$ cat src/rtl/fusion_unit.sv
// Bit-Fusion style fused multiply-accumulate PE: per-lane w_j * sum(a_k) added to
// packed partial sums, with run-time 1/2/4/8-bit element widths and a 1-cycle register.
module fusion_unit (
  input  logic        clk,
  input  logic        rst_n,
  input  logic [7:0]  in,
  input  logic [7:0]  weight,
  input  logic [3:0]  in_width,
  input  logic [3:0]  weight_width,
  input  logic        s_in,
  input  logic        s_weight,
  input  logic [51:0] psum_in,
  output logic [51:0] psum_fwd
);

  localparam logic [1:0] W1 = 2'd0;
  localparam logic [1:0] W2 = 2'd1;
  localparam logic [1:0] W4 = 2'd2;
  localparam logic [1:0] W8 = 2'd3;

  function automatic logic [1:0] decode_width(input logic [3:0] w);
    case (w)
      4'd1:    return W1;
      4'd2:    return W2;
      4'd4:    return W4;
      default: return W8;
    endcase
  endfunction

  function automatic int bits_of(input logic [1:0] sel);
    case (sel)
      W1:      return 1;
      W2:      return 2;
      W4:      return 4;
      default: return 8;
    endcase
  endfunction

  // Element sits in raw's LSBs; 1-bit elements are always unsigned.
  function automatic logic signed [9:0] elem_ext(input logic [7:0] raw,
                                                 input logic [1:0] sel,
                                                 input logic       sgn);
    case (sel)
      W1:      return $signed({9'b0, raw[0]});
      W2:      return $signed({{8{sgn & raw[1]}}, raw[1:0]});
      W4:      return $signed({{6{sgn & raw[3]}}, raw[3:0]});
      default: return $signed({{2{sgn & raw[7]}}, raw});
    endcase
  endfunction

  function automatic logic signed [19:0] sx20(input logic signed [9:0] v);
    return $signed({{10{v[9]}}, v});
  endfunction

  function automatic logic signed [12:0] sx13(input logic signed [9:0] v);
    return $signed({{3{v[9]}}, v});
  endfunction

  logic [1:0]         iw_sel;
  logic [1:0]         ww_sel;
  logic signed [9:0]  act_sum;
  logic signed [9:0]  w_elem [4];
  logic signed [19:0] prod_lo [2];
  logic signed [12:0] prod_hi [2];
  logic [51:0]        psum_fwd_d;
  logic [51:0]        psum_fwd_q;

  assign iw_sel = decode_width(in_width);
  assign ww_sel = decode_width(weight_width);

  // Elements past the word end shift in as zero, so fixed-count loops stay exact.
  always_comb begin
    act_sum = '0;
    for (int k = 0; k < 8; k++) begin
      act_sum = act_sum + elem_ext(in >> (k * bits_of(iw_sel)), iw_sel, s_in);
    end
  end

  always_comb begin
    for (int j = 0; j < 4; j++) begin
      w_elem[j] = elem_ext(weight >> (j * bits_of(ww_sel)), ww_sel, s_weight);
    end
  end

  // Lanes 2/3 only exist at 13 bits, so their products are formed at that width.
  always_comb begin
    prod_lo[0] = sx20(w_elem[0]) * sx20(act_sum);
    prod_lo[1] = sx20(w_elem[1]) * sx20(act_sum);
    prod_hi[0] = sx13(w_elem[2]) * sx13(act_sum);
    prod_hi[1] = sx13(w_elem[3]) * sx13(act_sum);
  end

  always_comb begin
    psum_fwd_d = '0;
    case (ww_sel)
      W8: psum_fwd_d = psum_in + {{32{prod_lo[0][19]}}, prod_lo[0]};
      W4: begin
        psum_fwd_d[25:0]  = psum_in[25:0]  + {{6{prod_lo[0][19]}}, prod_lo[0]};
        psum_fwd_d[51:26] = psum_in[51:26] + {{6{prod_lo[1][19]}}, prod_lo[1]};
      end
      default: begin
        psum_fwd_d[12:0]  = psum_in[12:0]  + prod_lo[0][12:0];
        psum_fwd_d[25:13] = psum_in[25:13] + prod_lo[1][12:0];
        psum_fwd_d[38:26] = psum_in[38:26] + prod_hi[0];
        psum_fwd_d[51:39] = psum_in[51:39] + prod_hi[1];
      end
    endcase
  end

  always_ff @(posedge clk or negedge rst_n) begin
    if (!rst_n) psum_fwd_q <= '0;
    else        psum_fwd_q <= psum_fwd_d;
  end

  assign psum_fwd = psum_fwd_q;

endmodule

$ cat config.mk
export PLATFORM = sky130hd
export DESIGN_NAME = fusion_unit
export DESIGN_NICKNAME = d
export VERILOG_FILES = /design/src/rtl/fusion_unit.sv
export SDC_FILE = /design/constraint.sdc
export NUM_CORES = 1
export LEC_CHECK = 0
export BUFFER_PORTS_ARGS = -buffer_cell sky130_fd_sc_hd__buf_2
export CAP_MARGIN = 20
export CORE_MARGIN = 10
export CORE_UTILIZATION = 45
export CTS_CLUSTER_DIAMETER = 60
export DETAILED_ROUTE_END_ITERATION = 10
export GPL_TIMING_DRIVEN = 1
export HOLD_SLACK_MARGIN = 0.06
export PLACE_DENSITY = 0.73
export SYNTH_ARGS = -nofsm -noshare
export SYNTH_HDL_FRONTEND = slang
export SYNTH_SLANG_ARGS = --single-unit
$ cat constraint.sdc
create_clock -name clk -period 0.8 [get_ports clk]
set_clock_uncertainty 0.1 [all_clocks]
set_input_delay 0.04 -clock clk [delete_from_list [all_inputs] [get_ports clk]]
set_output_delay 0.04 -clock clk [all_outputs]
set_load 0.01 [all_outputs]
==> run_results.csv, run 1 <==
group,metric,value,unit
worst_setup_path,crit_cells,56,
floorplan,rows,80,
worst_setup_path,crit_slowest_cell,"or4b_4",
synthesis,synthDistinctLibCells,76,
worst_setup_path,required,0.89,ns
worst_setup_path,path_buf_inv,13,
routing,drcViolationCount,0,
clock_network,cts_made_buffers,5,
synthesis,synthAdderAreaFrac,47.5,%
synthesis,synth_top_area_share,31.6,%
routing,viasPerCell,5.27,
floorplan,coreArea,47900,um^2
routing,antenna_left,0,
synthesis,synthFlopType,"dfrtp_1",
min_path,hold_path.class,"input pin to flop",
timing,fmax,80.7,MHz
finish,utilization,64.9,%
synthesis,yosysTopAreaCell,"fa_1",
floorplan,die_area,58000,um^2
worst_setup_path,critical_path_class,"input pin to flop",
synthesis,yosys_warnings,0,
synthesis,synth_top_family_by_area,"adder cells",
min_path,hold_path_depth,3,
global_routing,antenna_found_initial,3,
routing,wl_per_cell,17.8,um
finish,final_common_cell,"buf_4",
floorplan,die_width,241,um
finish,layout_common_cells,"697 x buf_4, 492 x inv_1, 337 x fa_1",
timing,rsz0062_at_grt,"yes",
routing,firstDrtPassIters,5,
timing,setup_slack,-11.58,ns
outcome,failed_checks,"setup timing",
timing,min_period_over_period,1550,%
global_routing,grt-ovfl-total,0,
finish,post_route_cells_drive_above_1_share,34.6,%
floorplan,ioPinCount,132,
global_routing,grt_pass1_wl,116000,um
synthesis,synth-async-reset-ratio,100,%
place,io_buffers,131,
worst_setup_path,critPathMostFrequentCell,"fa_1",
global_routing,grt_max_degree,53,
finish,n_fill_cell,3778,
synthesis,ys_seq_area_share,5.93,%
timing,hold_violations,0,
synthesis,syn_area,21900,um^2
synthesis,syn_avg_cell_area,8.42,um^2
clock_network,cts_max_level,2,
synthesis,synth-simple-area-share,13.6,%
timing,setup_viol,104,
clock_network,cts_sinks,52,
synthesis,ys_ff_latch,52,
worst_setup_path,worstSetupStartpointType,"input pin",
place,gp_congestion,0.958,
synthesis,synthMuxAreaShare,1.06,%
synthesis,synth_edf_count,0,
synthesis,synth_compound_area_share,14.1,%
clock_network,clock_path_buffers,2,
worst_setup_path,crit_path_max_incr_delay,0.56,ns
routing,drt-initial-drc-count,1464,
timing,min_period,12.38,ns
worst_setup_path,cp_data_arrival_time,12.48,ns
timing,worst_pin_slew,0.730,ns
timing,relSlewSlack,50.8,%
synthesis,synth_xor_area_share,7.65,%
routing,wl,71900,um
outcome,run_status,"finished with violations",
global_routing,first_global_vias,22800,
clock_network,cts_root_buf,"clkbuf_16",
worst_setup_path,cp_max_fo,7,
place,hpwl,61100,um
worst_setup_path,worstSetupEndpointType,"flop",
clock_network,clk_pin_slew_worst_paths,0.07,ns
routing,num_vias,21300,
global_routing,track_usage,24.8,%
synthesis,synth_area_leaders,"fa_1 32%, ha_1 16%, inv_1 8.8%, dfrtp_1 5.9%, xnor2_1 4.9%",
floorplan,start_util,45.8,%
finish,nNetsFinal,4134,
finish,largest_reg_flops,52,
timing,slew_violations,0,
finish,diodes,0,
clock_network,cts_tree,"done",
synthesis,syn_inst,2605,
finish,syn2layout_area_growth,41.7,%
worst_setup_path,cp_top_family,"adder cells",
run,cap_violations,0,
floorplan,die_h,241,um
-- through the flow --
stage / hold WS [ns] / cells / TNS (ns) / area [um^2] / setup slack, ns
finish: 0.0906 / 4044 / -537.08 / 31100 / -11.58
global route: 0.106 / 4044 / -561.57 / 31100 / -12.12
CTS: 0.0904 / 4037 / -530.69 / 30800 / -11.45
detailed placement: -0.0524 / 3986 / -554.31 / 29100 / -12.42
global placement: -0.0553 / 3986 / -544.46 / 29100 / -12.20
floorplan: -0.356 / 2617 / -515.90 / 22700 / -11.74
-- synth_stat cells, drive strengths merged, types with 10 or more instances --
library cell,n
a211oi,20
a21boi,10
a21o,51
a21oi,118
a22oi,15
a31oi,24
and2,20
and3,17
clkbuf,66
dfrtp,52
fa,346
ha,280
inv,519
mux2i,12
nand2,216
nand2b,50
nand3,37
nor2,223
nor2b,21
nor3,38
o21a,28
o21ai,99
o21bai,17
o22ai,18
or3,10
xnor2,125
xor2,51
-- timing repair --
action / 4_1_cts / 5_1_grt
gates cloned: 1 / 0
setup endpoints to repair: 104 / 104
buffers inserted: 45 / 7
hold endpoints to repair: 52 / 0
gates resized for setup: 241 / 50
hold buffers: 1 / 0
pin swaps: 148 / 20
-- worst paths after layout --
kind,startpoint,to
hold / removal,psum_in[0],psum_fwd[0]
max in group asynchronous,rst_n,psum_fwd[13]
min in group asynchronous,rst_n,psum_fwd[46]
setup / recovery,in_width[3],psum_fwd[51]
-- cells by family (layout without fill, tap and decap cells) --
kind of cell / count (synthesis) / count (layout)
multiplexers: 18 / 18
flip-flops: 52 / 52
AO/OA/AOI/OAI: 475 / 475
XOR/XNOR: 180 / 180
adder cells (fa/ha/maj): 626 / 626
AND/OR/NAND/NOR: 662 / 663
other: 2 / 14
buffers and inverters: 590 / 1401
-- tightest hold or removal path, delay by kind of cell --
kind,cells,cell delay [ns]
AND/OR/NAND/NOR,1,0.19
adder cells (fa/ha/maj),1,0.12
buffers and inverters,1,0.09
-- cell type report --
cell class / instances / area [um^2] / area share (%)
multi-input combinational: 1976 / 20300 / 65.4
tap: 615 / 769 / 2.47
clock buffer: 7 / 143 / 0.459
inverter: 520 / 1970 / 6.33
sequential: 52 / 1300 / 4.18
clock inverter: 1 / 7.51 / 0.0241
timing repair buffer: 873 / 6570 / 21.1
-- routing by layer --
metal	global-route usage [%]	vias to the layer above	part of all wire, %
met4	7.33	4	2.9
li1	-	10000	-
met2	45.2	602	51
met3	1.57	115	5.0
met5	0	-	0.028
met1	30.9	10500	41
Power of run 1 is left out: the tool's default activity adds up to more than one toggle a clock period on the data nets, which glitch-free logic cannot reach.
==> run 2, diff against run 1 <==
--- a/config.mk
+++ b/config.mk
@@ -5,7 +5,7 @@
 export SDC_FILE = /design/constraint.sdc
 export NUM_CORES = 1
 export LEC_CHECK = 0
-export BUFFER_PORTS_ARGS = -buffer_cell sky130_fd_sc_hd__buf_2
+export BUFFER_PORTS_ARGS = -buffer_cell sky130_fd_sc_hd__buf_4
 export CAP_MARGIN = 20
 export CORE_MARGIN = 10
 export CORE_UTILIZATION = 45
==> run 2 against run 1 <==
  * The run still ends with setup timing left
  * Fmax grew 0.46%
  * Routed wire length grew 0.58%
  * Utilization grew 1.1 points
  * Global-route usage shrank 0.44 points
==> run_results.csv, run 2 (synthesized netlist as in run 1, its figures left out) <==
group,metric,value,unit
outcome,run_status,"finished with violations",
outcome,failed_checks,"setup timing",
worst_setup_path,cp_data_arrival_time,12.38,ns
worst_setup_path,worstSetupStartpointType,"input pin",
worst_setup_path,cp_max_fo,8,
clock_network,cts_tree,"done",
finish,largest_reg_flops,52,
floorplan,die_width,241,um
global_routing,first_global_vias,23000,
worst_setup_path,critical_path.startpoint,"in_width[3]",
worst_setup_path,worstSetupEndpointType,"flop",
routing,antenna_left,0,
finish,syn2layout_area_growth,44.1,%
floorplan,rows,80,
min_path,hold_path.class,"input pin to flop",
timing,min_period_over_period,1540,%
timing,setup_viol,104,
timing,slew_violations,0,
timing,setup_slack,-11.53,ns
routing,drt-initial-drc-count,1553,
finish,post_route_cells_drive_above_1_share,35.0,%
clock_network,cts_root_buf,"clkbuf_16",
clock_network,cts_max_level,2,
worst_setup_path,critPathMostFrequentCell,"fa_1",
global_routing,antenna_found_initial,1,
global_routing,grt-ovfl-total,0,
timing,worst_pin_slew,0.622,ns
floorplan,die_h,241,um
worst_setup_path,crit_slowest_cell,"or4b_4",
floorplan,die_area,58000,um^2
global_routing,grt_pass1_wl,114000,um
clock_network,cts_sinks,52,
clock_network,clock_path_buffers,2,
global_routing,track_usage,24.3,%
worst_setup_path,critical_path_class,"input pin to flop",
floorplan,start_util,45.8,%
finish,seq_area,1300,um^2
finish,final_common_cell,"buf_4",
timing,min_period,12.33,ns
place,placed_area,29400,um^2
clock_network,clk_pin_slew_worst_paths,0.07,ns
worst_setup_path,required,0.86,ns
floorplan,ioPinCount,132,
routing,viasPerCell,5.31,
finish,layout_common_cells,"775 x buf_4, 492 x inv_1, 340 x fa_1",
run,cap_violations,0,
finish,stdcell_area,31600,um^2
routing,num_vias,21500,
finish,n_fill_cell,3727,
place,io_buffers,131,
timing,fmax,81.1,MHz
place,hpwl,61000,um
worst_setup_path,crit_end,"psum_fwd[36]",
worst_setup_path,crit_path_max_incr_delay,0.55,ns
timing,hold_slack,0.000640,ns
finish,nNetsFinal,4138,
timing,relSlewSlack,58.1,%
clock_network,ctsHoldBuffers,1,
finish,multiInputGateArea,20400,um^2
routing,wl_per_cell,17.9,um
place,gp_congestion,0.952,
floorplan,coreArea,47900,um^2
routing,wl,72400,um
routing,drcViolationCount,0,
clock_network,cts_made_buffers,5,
timing,rsz0062_at_grt,"yes",
global_routing,grt_max_degree,30,
timing,hold_violations,0,
routing,firstDrtPassIters,5,
==> run 2: changes by cell type in the layout (fill, tap and decap cells not counted), sizes merged <==
| cell | before | now |
|---|---|---|
| diode | 0 | 1 |
| nor2 | 224 | 223 |
| clkinvlp | 2 | 0 |
| inv | 518 | 519 |
| clkinv | 1 | 3 |
| buf | 872 | 876 |
==> run 2: layout make-up <==
type | count | area share, %
clock inverter | 2 | 0.0317
clock buffer | 6 | 0.439
inverter | 520 | 6.19
sequential | 52 | 4.12
timing repair buffer | 878 | 22.3
multi-input combinational | 1975 | 64.5
tap | 615 | 2.43
antenna | 1 | 0.00791
==> run 2: per-stage QoR <==
| step | instances | setup slack [ns] | TNS (ns) | utilization, % |
|---|---|---|---|---|
| final | 4049 | -11.53 | -536.17 | 65.9 |
| after detailed placement | 3991 | -12.39 | -559.28 | 61.4 |
| after global routing | 4049 | -12.06 | -561.85 | 65.9 |
| after CTS | 4021 | -11.42 | -532.66 | 63.4 |
| after floorplan | 2617 | -11.74 | -515.90 | - |
| after global placement | 3991 | -12.11 | -546.67 | 61.4 |
==> run 2: worst max-delay path: cells and delay by family <==
family	cells	cell delay (ns)
compound gates	18	3.58
xor+xnor	3	0.47
fa+ha+maj	13	5.39
buf+inv	8	0.70
mux	1	0.20
simple gates	10	1.99
==> run 2: worst min-delay path by stage <==
stage	start	end	slack, ns	cells past startpoint
5_1_grt	rst_n	psum_fwd[42]	0.05	2
6_report	psum_in[0]	psum_fwd[0]	0.0006	3
3_5_place_dp	rst_n	psum_fwd[42]	-0.20	1
3_3_place_gp	rst_n	psum_fwd[42]	-0.20	1
2_1_floorplan	rst_n	psum_fwd[0]	-0.36	0
4_1_cts	psum_in[0]	psum_fwd[0]	-0.002	3
==> run 2: routing by layer <==
metal / track usage (%) / wire length, um / share of wire, % / vias up
li1: - / - / - / 10000
met1: 30.7 / 29700 / 41 / 10600
met5: 0 / 0 / 0 / -
met2: 43.6 / 36100 / 50 / 734
met3: 1.55 / 3830 / 5.3 / 162
met4: 8.06 / 2680 / 3.7 / 0
==> run 2: timing repair <==
item	CTS	global route
pin swaps	65	124
gates resized for setup	155	201
endpoints found under the setup margin	104	104
gates cloned	0	1
setup buffers	21	34
endpoints found under the hold margin	53	6
Power of run 2 is left out for the same reason.
==> run 3, diff against run 2 <==
--- a/config.mk
+++ b/config.mk
@@ -5,8 +5,9 @@
 export SDC_FILE = /design/constraint.sdc
 export NUM_CORES = 1
 export LEC_CHECK = 0
+export ABC_AREA = 1
 export BUFFER_PORTS_ARGS = -buffer_cell sky130_fd_sc_hd__buf_4
-export CAP_MARGIN = 20
+export CAP_MARGIN = 5
 export CORE_MARGIN = 10
 export CORE_UTILIZATION = 45
 export CTS_CLUSTER_DIAMETER = 60
==> run 3 against run 2 <==
  * The flow finishes with violations (hold timing, setup timing)
  * Critical endpoint is now psum_fwd[44]
  * Via count rose by 16%
  * First-iteration DRC count rose by 21%
  * Largest cell class unchanged
  * Fmax rose by 6.2%
  * Routed wire length rose by 19%
  * Non-clock buffer count rose by 115
==> run_results.csv, run 3 <==
group,metric,value,unit
timing,min_period,11.60,ns
routing,drcViolationCount,0,
timing,min_period_over_period,1450,%
clock_network,cts_max_level,2,
synthesis,synth_area_leaders,"fa_1 31%, ha_1 15%, inv_1 13%, nand2_1 8.7%, dfrtp_1 5.7%",
worst_setup_path,worstSetupEndpointType,"flop",
timing,rsz0062_at_grt,"yes",
floorplan,coreArea,50000,um^2
timing,setup_slack,-10.80,ns
floorplan,die_h,245,um
place,placed_area,31200,um^2
routing,wl,85800,um
synthesis,synth_top_area_share,30.5,%
finish,post_route_cells_drive_above_1_share,38.0,%
clock_network,cts_made_buffers,5,
finish,nNetsFinal,4788,
timing,setup_viol,104,
routing,drt-initial-drc-count,1876,
worst_setup_path,crit_path_max_incr_delay,0.57,ns
finish,diodes,0,
run,cap_violations,0,
synthesis,yosys_warnings,0,
floorplan,start_util,45.4,%
routing,num_vias,24900,
clock_network,cts_root_buf,"clkbuf_16",
worst_setup_path,worstSetupStartpointType,"input pin",
min_path,min-delay-start,"psum_in[0]",
routing,wl_per_cell,18.1,um
clock_network,ctsHoldBuffers,1,
floorplan,die_width,245,um
clock_network,cts_sinks,52,
worst_setup_path,critPathMostFrequentCell,"fa_1",
synthesis,yosys-top-cells-count,"794 x inv_1, 524 x nand2_1, 346 x fa_1",
worst_setup_path,critical_path.startpoint,"in_width[3]",
place,io_buffers,131,
finish,syn2layout_area_growth,53.7,%
outcome,run_status,"finished with violations",
floorplan,die_area,59800,um^2
worst_setup_path,critical_path_class,"input pin to flop",
routing,antenna_left,0,
global_routing,antenna_found_initial,0,
synthesis,ys_seq_area_share,5.73,%
timing,relSlewSlack,59.9,%
clock_network,clock_path_buffers,2,
global_routing,track_usage,26.8,%
synthesis,syn_avg_cell_area,7.30,um^2
worst_setup_path,cp_max_fo,16,
floorplan,rows,82,
synthesis,synthDistinctLibCells,54,
global_routing,grt-ovfl-total,0,
timing,worst_pin_slew,0.601,ns
global_routing,grt_pass1_wl,130000,um
synthesis,yosysMostFrequentCell,"inv_1",
finish,largest_reg_flops,52,
routing,firstDrtPassIters,6,
synthesis,synth-async-reset-ratio,100,%
synthesis,yosysTopAreaCell,"fa_1",
timing,slew_violations,0,
place,hpwl,67000,um
global_routing,grt_max_degree,35,
floorplan,ioPinCount,132,
clock_network,cts_tree,"done",
finish,final_common_cell,"buf_4",
min_path,hold_path.class,"input pin to flop",
finish,stdcell_area,34900,um^2
finish,utilization,69.8,%
worst_setup_path,crit_slowest_cell,"fa_1",
routing,viasPerCell,5.23,
outcome,failed_checks,"hold timing, setup timing",
place,gp_congestion,0.990,
clock_network,clk_pin_slew_worst_paths,0.08,ns
timing,hold_slack,-0.0319,ns
worst_setup_path,cp_data_arrival_time,11.70,ns
global_routing,first_global_vias,25800,
synthesis,ys_ff_latch,52,
timing,hold_violations,1,
synthesis,synth_edf_count,0,
synthesis,syn_area,22700,um^2
timing,fmax,86.2,MHz
synthesis,synthFlopType,"dfrtp_1",
synthesis,syn_inst,3110,
worst_setup_path,required,0.90,ns
finish,layout_common_cells,"854 x buf_4, 743 x inv_1, 438 x nand2_1",
## run 3: layer usage
layer	routed length [um]	share of wire (%)	vias up	global-route usage [%]
met3	6170	7.2	338	3.88
met1	32400	38	11900	31.0
met4	5580	6.5	0	13.4
met5	0	0	-	0
li1	-	-	11500	-
met2	41700	49	1074	47.6
## run 3: kinds of logic after synthesis
group | share of synthesized area, %
AND/OR/NAND/NOR | 18.8
AO/OA/AOI/OAI | 11.5
XOR/XNOR | 3.74
adder cells (fa/ha/maj) | 46.0
other | 0.0331
buffers and inverters | 14.2
flip-flops | 5.73
## run 3: path summary, 6_finish.rpt
check	cells after the start	end	slack, ns
worst min-delay path	4	psum_fwd[0]	-0.03
min in group asynchronous	2	psum_fwd[16]	0.03
worst max-delay path	62	psum_fwd[44]	-10.80
max in group asynchronous	3	psum_fwd[50]	0.15
## run 3: layout make-up
class	count	area [um^2]
multi-input combinational	2222	21300
inverter	808	3080
clock buffer	5	125
timing repair buffer	993	8150
sequential	52	1300
clock inverter	2	16.3
tap	672	841
fill	3584	15100
## run 3: stage by stage
stage	std cells	hold slack, ns	setup TNS (ns)	setup slack (ns)
5_1_grt	4754	-0.0240	-534.71	-11.29
2_1_floorplan	3122	-0.356	-480.72	-10.34
3_5_place_dp	4646	-0.173	-518.33	-11.17
3_3_place_gp	4646	-0.173	-509.40	-10.97
6_report	4754	-0.0319	-510.04	-10.80
4_1_cts	4715	-0.0367	-488.73	-10.30
## run 3: what timing repair did
item / in CTS / in global routing
gates resized for setup: 400 / 240
setup buffers: 71 / 50
hold endpoints to repair: 55 / 19
pin swaps: 203 / 176
endpoints found under the setup margin: 104 / 104
## run 3: critical path, delay by kind of cell
kind                       cells  cell delay [ns]
adders and majority gates     14             5.90
and+or+nand+nor               13             1.33
xor gates and xnor gates       2             0.38
AOI/OAI and AO/OA             16             2.46
buffers and inverters         17             1.56
Power of run 3 is left out for the same reason.
